### src/rtl/matrix_tx_sequencer.sv
`default_nettype none
// +----------------------------------------------------------------------+
// | matrix_tx_sequencer                                                  |
// | Streams a header byte, then a row-major result matrix MSB-first, one |
// | byte per transmitter handshake.                                      |
// | Revision: 1.0                                                        |
// +----------------------------------------------------------------------+
module matrix_tx_sequencer #(
    parameter int          ROWS     = 4,
    parameter int          COLS     = 4,
    parameter int          DATA_W   = 16,
    parameter logic [7:0]  HDR_BYTE = 8'hA5
) (
    input  logic                                                clk,
    input  logic                                                rst,
    input  logic                                                go,
    output logic                                                active,
    output logic                                                done,
    output logic                                                mem_rd_en,
    output logic [((ROWS*COLS > 1) ? $clog2(ROWS*COLS) : 1)-1:0] mem_addr,
    input  logic [DATA_W-1:0]                                   mem_rdata,
    output logic [7:0]                                          tx_data,
    output logic                                                tx_start,
    input  logic                                                tx_busy
);

    localparam int c_aw = (ROWS*COLS > 1) ? $clog2(ROWS*COLS) : 1;
    localparam int c_nb = DATA_W / 8;
    localparam int c_bw = $clog2(c_nb + 1);
    localparam logic [c_bw-1:0] c_nb_cnt    = c_bw'(c_nb);
    localparam logic [c_aw-1:0] c_last_elem = c_aw'(ROWS*COLS - 1);

    typedef enum logic [3:0] {
        S_IDLE    = 4'd0,
        S_HDR     = 4'd1,
        S_RD      = 4'd2,
        S_RD_WAIT = 4'd3,
        S_LOAD    = 4'd4,
        S_SEND    = 4'd5,
        S_WAIT_HI = 4'd6,
        S_WAIT_LO = 4'd7,
        S_NEXT    = 4'd8,
        S_DONE    = 4'd9
    } state_t;

    state_t              state_q, state_d;
    logic [c_aw-1:0]     elem_q,  elem_d;
    logic [c_bw-1:0]     byte_q,  byte_d;
    logic [DATA_W-1:0]   shreg_q, shreg_d;
    logic [7:0]          txd_q,   txd_d;
    logic                hdr_q,   hdr_d;

    always_ff @(posedge clk or posedge rst) begin
        if (rst) begin
            state_q <= S_IDLE;
            elem_q  <= '0;
            byte_q  <= '0;
            shreg_q <= '0;
            txd_q   <= 8'h00;
            hdr_q   <= 1'b0;
        end else begin
            state_q <= state_d;
            elem_q  <= elem_d;
            byte_q  <= byte_d;
            shreg_q <= shreg_d;
            txd_q   <= txd_d;
            hdr_q   <= hdr_d;
        end
    end

    // byte_q counts bytes already loaded from the current element, so the
    // element is exhausted once it equals the bytes-per-element count.
    always_comb begin
        state_d = state_q;
        elem_d  = elem_q;
        byte_d  = byte_q;
        shreg_d = shreg_q;
        txd_d   = txd_q;
        hdr_d   = hdr_q;
        case (state_q)
            S_IDLE: begin
                if (go && !tx_busy) state_d = S_HDR;
            end
            S_HDR: begin
                txd_d   = HDR_BYTE;
                elem_d  = '0;
                byte_d  = '0;
                hdr_d   = 1'b1;
                state_d = S_SEND;
            end
            S_SEND:    state_d = S_WAIT_HI;
            S_WAIT_HI: if (tx_busy)  state_d = S_WAIT_LO;
            S_WAIT_LO: if (!tx_busy) state_d = S_NEXT;
            S_NEXT: begin
                if (hdr_q) begin
                    hdr_d   = 1'b0;
                    state_d = S_RD;
                end else if (byte_q != c_nb_cnt) begin
                    state_d = S_LOAD;
                end else if (elem_q != c_last_elem) begin
                    elem_d  = elem_q + 1'b1;
                    byte_d  = '0;
                    state_d = S_RD;
                end else begin
                    state_d = S_DONE;
                end
            end
            S_RD:      state_d = S_RD_WAIT;
            S_RD_WAIT: begin
                shreg_d = mem_rdata;
                state_d = S_LOAD;
            end
            S_LOAD: begin
                txd_d   = shreg_q[DATA_W-1 -: 8];
                shreg_d = shreg_q << 8;
                byte_d  = byte_q + 1'b1;
                state_d = S_SEND;
            end
            S_DONE:  state_d = S_IDLE;
            default: state_d = S_IDLE;
        endcase
    end

    assign active    = (state_q != S_IDLE);
    assign done      = (state_q == S_DONE);
    assign mem_rd_en = (state_q == S_RD);
    assign tx_start  = (state_q == S_SEND);
    assign mem_addr  = elem_q;
    assign tx_data   = txd_q;

endmodule
`default_nettype wire

### config.mk
export PLATFORM = sky130hd
export DESIGN_NAME = matrix_tx_sequencer
export DESIGN_NICKNAME = d
export VERILOG_FILES = /design/src/rtl/matrix_tx_sequencer.sv
export SDC_FILE = /design/constraint.sdc
export NUM_CORES = 1
export LEC_CHECK = 0
export BUFFER_PORTS_ARGS = -buffer_cell sky130_fd_sc_hd__buf_4
export CAP_MARGIN = 20
export CORE_MARGIN = 2
export CORE_UTILIZATION = 53
export DETAILED_ROUTE_END_ITERATION = 10
export PLACE_DENSITY = 0.84
export SYNTH_ARGS = -nofsm -noshare
export SYNTH_HDL_FRONTEND = slang
export SYNTH_SLANG_ARGS = --single-unit
### constraint.sdc
create_clock -name clk -period 2.7 [get_ports clk]
set_input_delay 0.27 -clock clk [delete_from_list [all_inputs] [get_ports clk]]
set_output_delay 0.27 -clock clk [all_outputs]
set_load 0.005 [all_outputs]
==> flow_metrics.py <==
metrics = {
    "worst_setup_path": {
        "crit_required_ns": 2.96,
        "crit_path_cell_trace": "or4b_1, or3b_4, or3_1, a21oi_1",
        "cp_max_fo": 15,
        "crit_start": "state_q[2]$_DFFE_PP0P_",
        "critPathSlowestCell": "or4b_1",
        "reg2reg_from": "state_q[2]$_DFFE_PP0P_",
        "crit-reg2reg-capture": "mem_addr[3]$_DFFE_PP0P_",
        "start_kind": "flip-flop",
        "reg2reg_slack_ns": 0.39,
        "slowest_delay_ns": 0.70,
        "critPathCapture": "mem_addr[3]$_DFFE_PP0P_",
        "critPathCaptureType": "flip-flop",
        "cp.arrival_ns": 2.57,
        "crit_type": "flip-flop to flip-flop",
        "reg2reg_depth": 4,
    },
    "logic_synthesis": {
        "yosys_warnings": 0,
        "ys_types": 30,
        "synth_cells": 177,
        "synth_nets": 199,
        "yosys-top-cells-area": "dfrtp_1 53%, nand2_1 6.4%, a21oi_1 4.6%",
        "netlist_area_um2": 1650,
        "avgSynthCellArea_um2": 9.30,
        "ys_ff_latch": 35,
        "netlist.top_cell.by_area": "dfrtp_1",
        "ys_seq_area_share_pct": 53.2,
        "synth_enable_flop_cells": 0,
        "async_reset_ff_share_pct": 100,
        "synth-main-ff-cell": "dfrtp_1",
        "yosysTopAreaCellShare_pct": 53.2,
    },
    "global_routing": {
        "overflow": 0,
        "antenna_found_initial": 0,
        "grt_usage_pct": 24.1,
        "grt_pass1_wl_um": 6410,
        "grt_max_degree": 24,
        "grt_pass1_vias": 1440,
    },
    "die": {
        "die_w_um": 59.7,
        "ioPinCount": 36,
        "std_cell_rows": 20,
        "die_h_um": 59.7,
        "die_area_um2": 3570,
        "start_util_pct": 54.8,
        "fp.coreArea_um2": 3000,
    },
    "timing": {
        "max_slew.worst_pin.slew_ns": 0.850,
        "hold_ws_ns": 0.0986,
        "drv_slew": 0,
        "max_slew_margin_pct": 43.3,
        "clock_skew_ns": 0.00681,
        "setup_viol": 0,
        "final.min_clock_period_ns": 2.31,
        "finalCritPeriodShare_pct": 85.6,
        "max_freq_ghz": 0.433,
        "hold_violations": 0,
        "rsz0062_at_grt": "false",
        "tns_ns": 0,
    },
    "cts": {
        "cts_resized": 0,
        "cts.sinks": 35,
        "cts_tree": "done",
        "cts_root_buf": "clkbuf_4",
        "clkTransAtPathRegs_ns": 0.11,
        "clock_latency_ns": 0.33,
        "htree_levels": 2,
        "cts_setup_buffers": 0,
        "ctsLongestPathBuffers": 2,
        "cts-buffers-inserted": 5,
        "holdBufCountCts": 0,
    },
    "drt": {
        "drc": 0,
        "drtAntennaViolNets": 0,
        "drt-total-wl_um": 3710,
        "first_iter_violations": 78,
        "first_pass_iters": 4,
        "via_count": 1459,
        "vias_per_cell": 5.88,
        "wl_per_cell_um": 15.0,
    },
    "layout": {
        "drive_gt1_share_pct": 23.3,
        "final_common_cell": "buf_4",
        "nNetsFinal": 236,
        "area_delta_synth_final_pct": 22.0,
        "diodes": 0,
        "final_cell_mix": "40 x buf_4, 35 x dfrtp_1, 28 x nand2_1, 15 x a21oi_1, 13 x nor2_1",
    },
    "pwr": {
        "vdd_drop_max_v": 0.000614,
        "powerDensity_nw_per_um2": 1040,
        "p_leak_nw": 0.930,
        "total_power_mw": 2.09,
    },
    "job": {
        "cap_violations": 0,
    },
    "placement": {
        "gp_congestion": 0.813,
        "portBuffers": 35,
        "hpwl_um": 2710,
    },
    "min_path": {
        "holdCritPathClass": "input pin to asynchronous set/reset pin",
    },
    "status": {
        "status": "finished clean",
    },
}
## sequential cells by signal, summed over array words and instances, names as in the netlist
name and count:
hdr_q 1, state_q 4, tx_data 8, byte_q 2
shreg_q 16, mem_addr 4
## power by group
part           internal (mW)  switching [mW]  total [mW]
registers              0.723           0.154       0.877
clock network          0.101           0.180       0.281
logic                  0.434           0.500       0.934
total                   1.26           0.834        2.09
## how the worst min path moves through the flow
stage | from | depth (start not counted) | to | slack (ns)
5_1_grt | rst | 2 | mem_addr[0]$_DFFE_PP0P_ | 0.16
4_1_cts | rst | 2 | byte_q[1]$_DFFE_PP0P_ | 0.13
3_5_place_dp | tx_data[6]$_DFFE_PP0P_ | 1 | tx_data[6]$_DFFE_PP0P_ | 0.49
3_3_place_gp | rst | 2 | byte_q[1]$_DFFE_PP0P_ | 0.48
6_report | rst | 2 | byte_q[1]$_DFFE_PP0P_ | 0.1
2_1_floorplan | tx_busy | 2 | state_q[0]$_DFFE_PP0P_ | 0.40
## critical path, delay by kind of cell (launching register included)
kind / cells / cell delay (ns)
AND/OR/NAND/NOR: 3 / 1.54
AO/OA/AOI/OAI: 1 / 0.17
flip-flops: 1 / 0.54
## metal layers
layer / part of all wire, % / up-vias / wire [um] / track usage, %
li1: - / 702 / - / -
met1: 41 / 710 / 1520 / 29.7
met2: 53 / 43 / 1970 / 42.4
met3: 5.0 / 4 / 187 / 4.55
met4: 0.97 / 0 / 36 / 7.62
met5: 0 / - / 0 / 0
## final cells by class
| cell class | count | area, um2 |
|---|---|---|
| clock buffers | 6 | 41.3 |
| clock inverters | 2 | 12.5 |
| fillers | 239 | 993 |
| inverters | 8 | 30.0 |
| multi-input cells | 124 | 708 |
| flip-flops and latches | 35 | 876 |
| well taps | 33 | 41.3 |
| repair buffers | 40 | 300 |
## synthesized netlist by cell type, types with 4 or more instances
master and instances:
dfrtp_1 35, a2bb2oi_1 5, inv_1 8, a22o_1 5, o21ai_0 7, a21oi_1 15, nand3_1 7, clkbuf_1 9
nor3_1 7, nor2_1 13, o22ai_1 11, nand2_1 28, nand2b_1 4
## cells by family (layout without fill, tap and decap cells)
logic type / count (synthesis) / in the layout / synth area share (%)
DFF: 35 / 35 / 53.2
AOI/OAI and AO/OA: 47 / 47 / 18.2
xor gates and xnor gates: 1 / 1 / 0.532
and+or+nand+nor: 72 / 72 / 21.0
buffers and inverters: 18 / 56 / 4.18
muxes: 2 / 2 / 1.29
adders and majority gates: 2 / 2 / 1.52
## through the flow
| step | setup slack [ns] | instance area, um2 | util (%) | instances |
|---|---|---|---|---|
| floorplan | 0.692 | 1650 | - | 177 |
| finish | 0.390 | 2010 | 66.9 | 248 |
| global placement | 0.516 | 1960 | 65.1 | 240 |
| CTS | 0.401 | 2010 | 66.9 | 248 |
| detailed placement | 0.423 | 1960 | 65.1 | 240 |
| global route | 0.239 | 2010 | 66.9 | 248 |
(Power assumes the default switching activity.)
